**config.mk**
```make
export PLATFORM = sky130hd
export DESIGN_NAME = debug_cmd_rx
export DESIGN_NICKNAME = d
export VERILOG_FILES = /design/src/rtl/debug_pkg.sv /design/src/rtl/uart_rx.sv /design/src/rtl/debug_cmd_rx.sv
export SDC_FILE = /design/constraint.sdc
export NUM_CORES = 1
export LEC_CHECK = 0
export BUFFER_PORTS_ARGS = -buffer_cell sky130_fd_sc_hd__buf_2
export CAP_MARGIN = 20
export CORE_MARGIN = 1
export CORE_UTILIZATION = 29
export CTS_BUF_LIST = sky130_fd_sc_hd__clkbuf_4 sky130_fd_sc_hd__clkbuf_8
export DETAILED_ROUTE_END_ITERATION = 8
export GPL_ROUTABILITY_DRIVEN = 0
export PLACE_DENSITY_LB_ADDON = 0.25
export SETUP_SLACK_MARGIN = 0.3
export SLEW_MARGIN = 30
export SYNTH_ARGS = -nofsm -noshare
export SYNTH_HDL_FRONTEND = slang
export SYNTH_SLANG_ARGS = --single-unit
```
**constraint.sdc**
```tcl
create_clock -name clk -period 1.7 [get_ports clk]
set_clock_uncertainty 0.1 [all_clocks]
set_input_delay 0.085 -clock clk [delete_from_list [all_inputs] [get_ports clk]]
set_output_delay 0.085 -clock clk [all_outputs]
set_load 0.005 [all_outputs]
```
**src/rtl/debug_pkg.sv**
```systemverilog
// Shared constants for the debug UART link: command bytes,
// status characters and the receive FSM state encoding.
package debug_pkg;

  localparam logic [7:0] CMD_HALT = 8'h48;
  localparam logic [7:0] CMD_CONT = 8'h43;
  localparam logic [7:0] CMD_STEP = 8'h53;

  localparam logic [7:0] STATUS_HALT = 8'h48;
  localparam logic [7:0] STATUS_RUN  = 8'h43;

  typedef enum logic [2:0] {
    RX_IDLE,
    RX_START,
    RX_DATA,
    RX_STOP,
    RX_BREAK
  } rx_state_e;

endpackage

```
**src/rtl/uart_rx.sv**
```systemverilog
// 8N1 UART receiver: synchroniser, bit FSM, byte and
// frame-error strobes. Companion of uart_tx.
module uart_rx
  import debug_pkg::*;
#(
  parameter int CLKS_PER_BIT = 217,
  parameter int SYNC_STAGES  = 2
) (
  input  logic       clk,
  input  logic       rst_n,
  input  logic       rx,
  output logic [7:0] rx_byte,
  output logic       byte_valid,
  output logic       frame_error
);

  localparam int CW = $clog2(CLKS_PER_BIT);
  localparam logic [CW-1:0] HALF_W =
    CW'(CLKS_PER_BIT / 2 - 1);
  localparam logic [CW-1:0] FULL_W =
    CW'(CLKS_PER_BIT - 1);

  rx_state_e state_q, state_d;
  logic [SYNC_STAGES-1:0] sync_q, sync_d;
  logic [CW-1:0] cnt_q, cnt_d;
  logic [2:0] idx_q, idx_d;
  logic [7:0] shift_q, shift_d;
  logic [7:0] byte_q, byte_d;
  logic bv_q, bv_d;
  logic fe_q, fe_d;
  logic armed_q, armed_d;
  logic rxs;

  assign rxs         = sync_q[SYNC_STAGES-1];
  assign rx_byte     = byte_q;
  assign byte_valid  = bv_q;
  assign frame_error = fe_q;

  // armed_q blocks a line held low across reset from
  // being taken as a start bit
  always_comb begin
    sync_d  = {sync_q[SYNC_STAGES-2:0], rx};
    state_d = state_q;
    cnt_d   = cnt_q;
    idx_d   = idx_q;
    shift_d = shift_q;
    byte_d  = byte_q;
    bv_d    = 1'b0;
    fe_d    = 1'b0;
    armed_d = armed_q | rxs;
    unique case (state_q)
      RX_IDLE: begin
        cnt_d = '0;
        if (armed_q && !rxs) state_d = RX_START;
      end
      RX_START: begin
        if (cnt_q == HALF_W) begin
          cnt_d   = '0;
          idx_d   = 3'd0;
          state_d = rxs ? RX_IDLE : RX_DATA;
        end else begin
          cnt_d = cnt_q + 1'b1;
        end
      end
      RX_DATA: begin
        if (cnt_q == FULL_W) begin
          cnt_d   = '0;
          shift_d = {rxs, shift_q[7:1]};
          idx_d   = idx_q + 3'd1;
          if (idx_q == 3'd7) state_d = RX_STOP;
        end else begin
          cnt_d = cnt_q + 1'b1;
        end
      end
      RX_STOP: begin
        if (cnt_q == FULL_W) begin
          cnt_d = '0;
          if (rxs) begin
            byte_d  = shift_q;
            bv_d    = 1'b1;
            state_d = RX_IDLE;
          end else begin
            fe_d    = 1'b1;
            state_d = RX_BREAK;
          end
        end else begin
          cnt_d = cnt_q + 1'b1;
        end
      end
      RX_BREAK: begin
        cnt_d = '0;
        if (rxs) state_d = RX_IDLE;
      end
      default: state_d = RX_IDLE;
    endcase
  end

  always_ff @(posedge clk or negedge rst_n) begin
    if (!rst_n) begin
      sync_q  <= '1;
      state_q <= RX_IDLE;
      cnt_q   <= '0;
      idx_q   <= 3'd0;
      shift_q <= 8'h00;
      byte_q  <= 8'h00;
      bv_q    <= 1'b0;
      fe_q    <= 1'b0;
      armed_q <= 1'b0;
    end else begin
      sync_q  <= sync_d;
      state_q <= state_d;
      cnt_q   <= cnt_d;
      idx_q   <= idx_d;
      shift_q <= shift_d;
      byte_q  <= byte_d;
      bv_q    <= bv_d;
      fe_q    <= fe_d;
      armed_q <= armed_d;
    end
  end

endmodule

```
**src/rtl/debug_cmd_rx.sv**
```systemverilog
// Debug command receiver: decodes host bytes into CPU
// halt level and single-step pulse.
module debug_cmd_rx
  import debug_pkg::*;
#(
  parameter int CLKS_PER_BIT = 217,
  parameter int SYNC_STAGES  = 2
) (
  input  logic       clk,
  input  logic       rst_n,
  input  logic       rx,
  output logic       halt,
  output logic       step,
  output logic       byte_valid,
  output logic [7:0] rx_byte,
  output logic       frame_error
);

  logic halt_q, halt_d;
  logic step_q, step_d;
  logic hit_h, hit_c, hit_s;

  uart_rx #(
    .CLKS_PER_BIT(CLKS_PER_BIT),
    .SYNC_STAGES (SYNC_STAGES)
  ) u_rx (
    .clk        (clk),
    .rst_n      (rst_n),
    .rx         (rx),
    .rx_byte    (rx_byte),
    .byte_valid (byte_valid),
    .frame_error(frame_error)
  );

  assign hit_h = byte_valid && (rx_byte == CMD_HALT);
  assign hit_c = byte_valid && (rx_byte == CMD_CONT);
  assign hit_s = byte_valid && (rx_byte == CMD_STEP);

  always_comb begin
    halt_d = halt_q;
    step_d = 1'b0;
    unique case (1'b1)
      hit_h:   halt_d = 1'b1;
      hit_c:   halt_d = 1'b0;
      hit_s:   step_d = halt_q;
      default: ;
    endcase
  end

  always_ff @(posedge clk or negedge rst_n) begin
    if (!rst_n) begin
      halt_q <= 1'b0;
      step_q <= 1'b0;
    end else begin
      halt_q <= halt_d;
      step_q <= step_d;
    end
  end

  assign halt = halt_q;
  assign step = step_q;

endmodule
```
==> summary.md, run 1 <==
| Metric | Value |
|---|---|
| Worst-path maximum fanout | 6 |
| Failing checks | negative setup slack |
| Vias in the first global route | 1319 |
| Die area | 6390 µm² |
| GRT Util Overall | 13.2% |
| Die width | 79.9 µm |
| Syn avg cell area | 11.8 µm² |
| DRC viols | 0 |
| Clock buffer depth | 2 |
| Psw | 0.000640 W |
| Startpoint types | flip-flop |
| Post-layout util | 42.1% |
| Hold WS | 0.260 ns |
| CTS tree | yes |
| Critical path class | reg2reg |
| Final HPWL DP | 2660 µm |
| Leakage Power | 1.14 nW |
| Die Ht | 79.9 µm |
| Total number of vias | 1332 |
| Final setup viols | 22 |
| Placement row count | 28 |
| Antenna-violating nets left | 0 |
| CP max stage cell | or3_4 |
| Status | complete, but fails checks |
| CTS Root Cell | clkbuf_8 |
| Initial DRC count | 64 |
| Global route total overflow | 0 |
| Diodes inserted | 0 |
| Synthesis-to-finish area growth | 40.7% |
| Clock share of power | 29.5% |
| IO Port Bufs | 14 |
| Drt pass-1 iters | 4 |
| Layout Nets | 208 |
| Worst min path class | in2async |
| Hold Fails Final Rpt | 0 |
| Synth warn | 0 |
| Initial antenna violation count | 0 |
| Max stage delay on crit path | 0.49 ns |
| Most frequent cells in the layout | dfrtp_1 (35), buf_4 (26), mux2_2 (16) |
| Syn Nets | 156 |
| Later-pin clock latency in the skew report | 0.29 ns |
| Peak supply drop | 359 µV |
| Crit path cell chain | inv_2, ha_4, nand4b_4, or3_4, mux2_2 |
| # Max-Cap Violations | 0 |
| Seq cells post-synth | 37 |
| Most common cell after layout, fill and taps aside | dfrtp_1 |
| Max-slew violations | 0 |
| Critical Path RT | 1.78 ns |
| Core Box Area | 5890 µm² |
| Post-synth cell types | 41 |
| Final WS setup | -0.116 ns |
| Max_slew headroom | 68.7% |
| Layout cells sized above 1 | 51.5% |
| Seq/Total Area, Yosys | 52.7% |
| Logic pwr share | 25.3% |
| Sw Share | 30.1% |
| Worst-Margin Slew | 0.469 ns |
| First-pass GRT wire length | 6250 µm |
| I/O Pins | 15 |
| Initial core utilization | 29.9% |
| Period Utilization, post-route | 107% |
| CTS Buf Count | 5 |
| Flop pwr share | 45.3% |
| Tmin final | 1.82 ns |
| H-tree Lvls | 2 |
| Crit path DAT | 1.89 ns |
| Largest net degree at the start of global routing | 38 |
| Mapped cell area | 1760 µm² |
| Clock-pin slew on the worst setup and hold paths | 0.08 ns |
| RSZ-0062 raised after global routing | true |
| Internal power | 0.00149 W |
| Final WL | 4000 µm |
| Clock sink total | 37 |
| Max Fclk | 551 MHz |
| Routed WL per cell | 14.4 µm |
| Worst Setup SP | u_rx.cnt_q[0] |
| Post-synthesis cell count | 149 |
| Origin of the critical flop-to-flop path | u_rx.cnt_q[0] |
| Vias per cell | 4.81 |
| Pwr Density | 860 nW/µm² |
| Worst Setup End Kind | flip-flop |
## power by group through the flow
stage,clock network [W],logic (W),registers [W]
floorplan,0,0.000223,0.000972
global placement,0,0.000350,0.000968
detailed placement,0,0.000372,0.000976
CTS,0.000641,0.000437,0.000959
global route,0.000682,0.000590,0.000970
finish,0.000627,0.000538,0.000965
## routing by layer
| metal | share of wire, % | track usage [%] | up-vias |
|---|---|---|---|
| met4 | 1.9 | 6.96 | 0 |
| met2 | 50 | 20.9 | 16 |
| met5 | 0 | 0 | - |
| met1 | 46 | 16.2 | 667 |
| li1 | - | - | 643 |
| met3 | 2.4 | 3.89 | 6 |
## worst max-delay path, delay by kind of cell, from the launching register on
family / cells / cell delay (ns)
flops: 1 / 0.43
fa+ha+maj: 1 / 0.14
buf+inv: 1 / 0.09
simple gates: 2 / 0.67
mux: 1 / 0.29
## logic make-up after synthesis
kind of cell | Yosys count | share of synthesized area, %
buffers and inverters | 13 | 3.70
AND/OR/NAND/NOR | 51 | 17.9
multiplexers | 19 | 12.2
AO/OA/AOI/OAI | 21 | 8.67
flip-flops | 37 | 52.7
XOR/XNOR | 4 | 1.99
adder cells (fa/ha/maj) | 4 | 2.84
## flip-flops by register name, summed over array words and instances, names as in the netlist, 2 cells and up
register / cells
u_rx.cnt_q: 8
u_rx.idx_q: 3
u_rx.state_q: 3
u_rx.rx_byte: 8
u_rx.sync_q: 2
u_rx.shift_q: 8
## stage by stage
step | worst slack [ns] | cell area [µm²] | setup TNS [ns] | instances | power (W)
6_report | -0.116 | 2480 | -1.32 | 277 | 0.00213
5_1_grt | -0.153 | 2480 | -2.75 | 277 | 0.00224
4_1_cts | -0.0916 | 2330 | -1.47 | 271 | 0.00204
3_5_place_dp | -0.236 | 2100 | -3.53 | 257 | 0.00135
3_3_place_gp | -0.154 | 2100 | -2.02 | 257 | 0.00132
2_1_floorplan | -0.0765 | 1810 | -0.689 | 149 | 0.00119
## worst paths after layout
path                       slack (ns)  cells past startpoint              end
max                             -0.12                      5  u_rx.shift_q[2]
max reg2reg                     -0.12                      5  u_rx.shift_q[2]
min in group clk                 0.26                      0   u_rx.sync_q[1]
min                              0.26                      3    u_rx.cnt_q[6]
min reg2reg                      0.26                      0   u_rx.sync_q[1]
max in group asynchronous        0.89                      3   u_rx.sync_q[0]
## final cells by class
type                            count  area (µm²)
Clock buffer                        6        76.3
Sequential cell                    37         928
Inverter                            9        33.8
Clock inverter                      2        15.0
Timing Repair Buffer               47         342
Multi-Input combinational cell    101         987
Fill cell                         556        3410
Tap cell                           75        93.8
## timing repair
item | CTS | global route
gates resized for setup | 18 | 20
hold endpoints to repair | 36 | 0
setup buffers | 4 | 4
cloned | 0 | 2
setup endpoints to repair | 33 | 34
pin swaps | 12 | 7
hold buffers | 2 | 0
## cell usage after synthesis
library cell	instances	area (µm²)
mux2_2	19	214
o21bai_1	1	7.51
nor4b_1	1	8.76
nor3_1	6	30.0
xnor2_1	3	26.3
nand4bb_1	1	11.3
nand4_1	1	6.26
o41ai_1	2	17.5
o311ai_0	2	17.5
inv_1	9	33.8
buf_6	2	22.5
nor4bb_1	1	10.0
nand4bb_4	1	27.5
dfstp_2	2	52.6
nor3b_1	2	15.0
nand2b_1	2	12.5
o211ai_1	3	22.5
buf_2	1	5.00
ha_1	4	50.1
nand4b_4	1	23.8
a21oi_1	2	10.0
or3_1	1	6.26
o22a_1	1	8.76
clkbuf_1	1	3.75
and3_1	2	12.5
a21o_1	1	7.51
o21a_1	2	15.0
a22oi_1	1	7.51
nor4_1	1	6.26
o41a_1	1	11.3
nand3_1	4	20.0
o22ai_1	2	12.5
and4bb_2	1	12.5
nand2_1	12	45.0
o21ai_0	3	15.0
xor2_1	1	8.76
dfrtp_1	35	876
nor2_1	11	41.3
nand4_2	1	12.5
nand3b_1	1	7.51
or2_2	1	6.26
(Power assumes the default switching activity.)
==> run 2, diff against run 1 <==
- GPL_TIMING_DRIVEN: default -> 0
==> run 2 against run 1 <==
  * The flow still finishes with violations (negative setup slack)
  * Wire length is 1.0% lower
  * Global-route usage grew 0.16 points
  * Cell count down 2.5%
  * Clock-buffer cell count did not move
  * Setup slack got worse by 0.027 ns
  * Power up 8.0%
  * Hold slack got worse by 0.00071 ns
  * First-iteration DRC count is 23% lower
  * Core utilization up 0.87 points
  * Design area is 2.1% higher
  * Critical endpoint is now u_rx.state_q[0]
  * Highest routed layer unchanged
==> summary.md, run 2 (synthesis results as in run 1) <==
| Metric | Value |
|---|---|
| Max Fclk | 543 MHz (-1.5%) |
| Most common cell after layout, fill and taps aside | dfrtp_1 |
| Vias per cell | 4.95 (+3.0%) |
| First-pass GRT wire length | 6420 µm (+2.7%) |
| Post-Place Setup Slack | -0.280 ns (-0.0443 ns) |
| Max-slew violations | 0 (unchanged) |
| Multi-input gate area | 1000 µm² (+1.3%) |
| Die Ht | 79.9 µm (unchanged) |
| Final setup viols | 30 (+36%) |
| Reg area | 932 µm² (+0.40%) |
| Largest net degree at the start of global routing | 38 (unchanged) |
| Routed WL per cell | 14.7 µm (+1.5%) |
| Later-pin clock latency in the skew report | 0.29 ns (about the same) |
| Final HPWL DP | 2480 µm (-6.7%) |
| Startpoint types | flip-flop |
| CP max stage cell | dfrtp_1 |
| Layout Nets | 201 (-3.4%) |
| CP most frequent cell | buf_6 |
| Synthesis-to-finish area growth | 43.6% |
| Post-layout util | 42.9% (+0.87 points) |
| Number of cells on the critical path | 7 (+2) |
| Final WS setup | -0.143 ns (-0.0273 ns) |
| Most frequent cells in the layout | dfrtp_1 (32), mux2_2 (18), buf_2 (14) |
| Worst-path maximum fanout | 3 (-3) |
| Period Utilization, post-route | 108% (+1.6 points) |
| GRT Util Overall | 13.4% (+0.16 points) |
| Die width | 79.9 µm (unchanged) |
| Buf/Inv on CP | 3 (+2) |
| Peak supply drop | 623 µV (+74%) |
| Max stage delay on crit path | 0.43 ns (-0.06 ns) |
| Total number of vias | 1337 (+0.38%) |
| Placement row count | 28 (unchanged) |
| CTS tree | yes |
| Clock-pin slew on the worst setup and hold paths | 0.08 ns (about the same) |
| Critical Path RT | 1.77 ns (about the same) |
| Crit path cell chain | inv_2, ha_4, nand4b_4, buf_6, buf_6, o311ai_4, mux2_4 |
| Initial DRC count | 49 (-23%) |
| Status | complete, but fails checks |
| RSZ-0062 raised after global routing | true |
| DRC viols | 0 (unchanged) |
| H-tree Lvls | 2 (unchanged) |
| # Max-Cap Violations | 0 (unchanged) |
| Initial core utilization | 29.9% (unchanged) |
| CTS Root Cell | clkbuf_8 |
| Fillers | 544 (-2.2%) |
| Die area | 6390 µm² (unchanged) |
| Critical path class | reg2reg |
| Core Box Area | 5890 µm² (unchanged) |
| Reg2Reg Depth | 7 (+2) |
| Global route total overflow | 0 (unchanged) |
| Final WL | 3960 µm (-1.0%) |
| I/O Pins | 15 (unchanged) |
| WHS Path Cells | 0 |
| IO Port Bufs | 14 (unchanged) |
| Clock sink total | 37 (unchanged) |
| Worst-Margin Slew | 0.817 ns (+0.348 ns) |
| Diodes inserted | 0 (unchanged) |
| Crit path DAT | 1.92 ns (+0.03 ns) |
| CTS Buf Count | 5 (unchanged) |
| Pwr Density | 911 nW/µm² (+5.8%) |
| Vias in the first global route | 1332 (+0.99%) |
| Initial antenna violation count | 0 (unchanged) |
| Critical path's top delay family | flip-flops |
| Layout cells sized above 1 | 54.9% (+3.4 points) |
| Hold Fails Final Rpt | 0 (unchanged) |
| Drt pass-1 iters | 4 (unchanged) |
| Worst Setup End Kind | flip-flop |
| Antenna-violating nets left | 0 (unchanged) |
| Failing checks | negative setup slack |
| Max_slew headroom | 45.5% (-23 points) |
| Leakage Power | 1.13 nW (-1.5%) |
| Tmin final | 1.84 ns (+0.0273 ns) |
| Worst min path class | reg2reg |
| Clock buffer depth | 2 (unchanged) |
run 2: repair_timing:
item                                    in CTS  in global routing
hold buffers                                 2                  0
pin swaps                                   10                 13
endpoints found under the setup margin      33                 34
gates cloned                                 2                  0
endpoints found under the hold margin       36                  0
buffers inserted                            18                  2
resized for setup                           31                 24
run 2: layer usage:
metal  vias to the layer above  track usage [%]  wire [µm]
li1                        632                -          -
met1                       672             17.3       1780
met2                        25             20.5       1950
met3                         8             4.00        130
met4                         0             6.25         93
met5                         -                0          0
run 2: per-stage QoR:
| step | area [µm²] | cells | power (W) | hold slack (ns) | setup TNS, ns |
|---|---|---|---|---|---|
| 3_5_place_dp | 1970 | 238 | 0.00128 | 0.0922 | -4.29 |
| 4_1_cts | 2420 | 268 | 0.00226 | 0.259 | -2.71 |
| 6_report | 2530 | 270 | 0.00230 | 0.259 | -2.52 |
| 3_3_place_gp | 1970 | 238 | 0.00126 | 0.0901 | -3.32 |
| 2_1_floorplan | 1810 | 149 | 0.00119 | -0.311 | -0.689 |
| 5_1_grt | 2530 | 270 | 0.00241 | 0.262 | -4.25 |
run 2: worst paths after layout:
| check | startpoint | endpoint | slack [ns] |
|---|---|---|---|
| min | u_rx.sync_q[0] | u_rx.sync_q[1] | 0.26 |
| max in group asynchronous | rst_n | u_rx.cnt_q[1] | 0.61 |
| max | u_rx.cnt_q[0] | u_rx.state_q[0] | -0.14 |
| min reg2reg | u_rx.sync_q[0] | u_rx.sync_q[1] | 0.26 |
| max reg2reg | u_rx.cnt_q[0] | u_rx.state_q[0] | -0.14 |
| min in group asynchronous | rst_n | u_rx.cnt_q[5] | 0.33 |
run 2: worst reg2reg max path: cells and delay by family, from the launching register on:
| kind | cells | cell delay (ns) |
|---|---|---|
| and+or+nand+nor | 1 | 0.12 |
| DFF | 1 | 0.43 |
| buffers and inverters | 3 | 0.37 |
| AOI/OAI and AO/OA | 1 | 0.25 |
| adders and majority gates | 1 | 0.14 |
| muxes | 1 | 0.33 |
run 2: area by class of cell:
class / instances / share of cell area (%)
multi-input cells: 100 / 39.6
clock buffers: 6 / 3.02
inverters: 9 / 1.34
plain buffers: 4 / 1.88
clock inverters: 2 / 1.53
well taps: 75 / 3.71
repair buffers: 37 / 12.1
flip-flops and latches: 37 / 36.9
run 2: report_power, final:
| group | switching (W) | internal (W) | total (W) |
|---|---|---|---|
| logic | 0.000280 | 0.000274 | 0.000554 |
| clock network | 0.000316 | 0.000456 | 0.000772 |
| registers | 0.0000524 | 0.000923 | 0.000976 |
| total | 0.000648 | 0.00165 | 0.00230 |
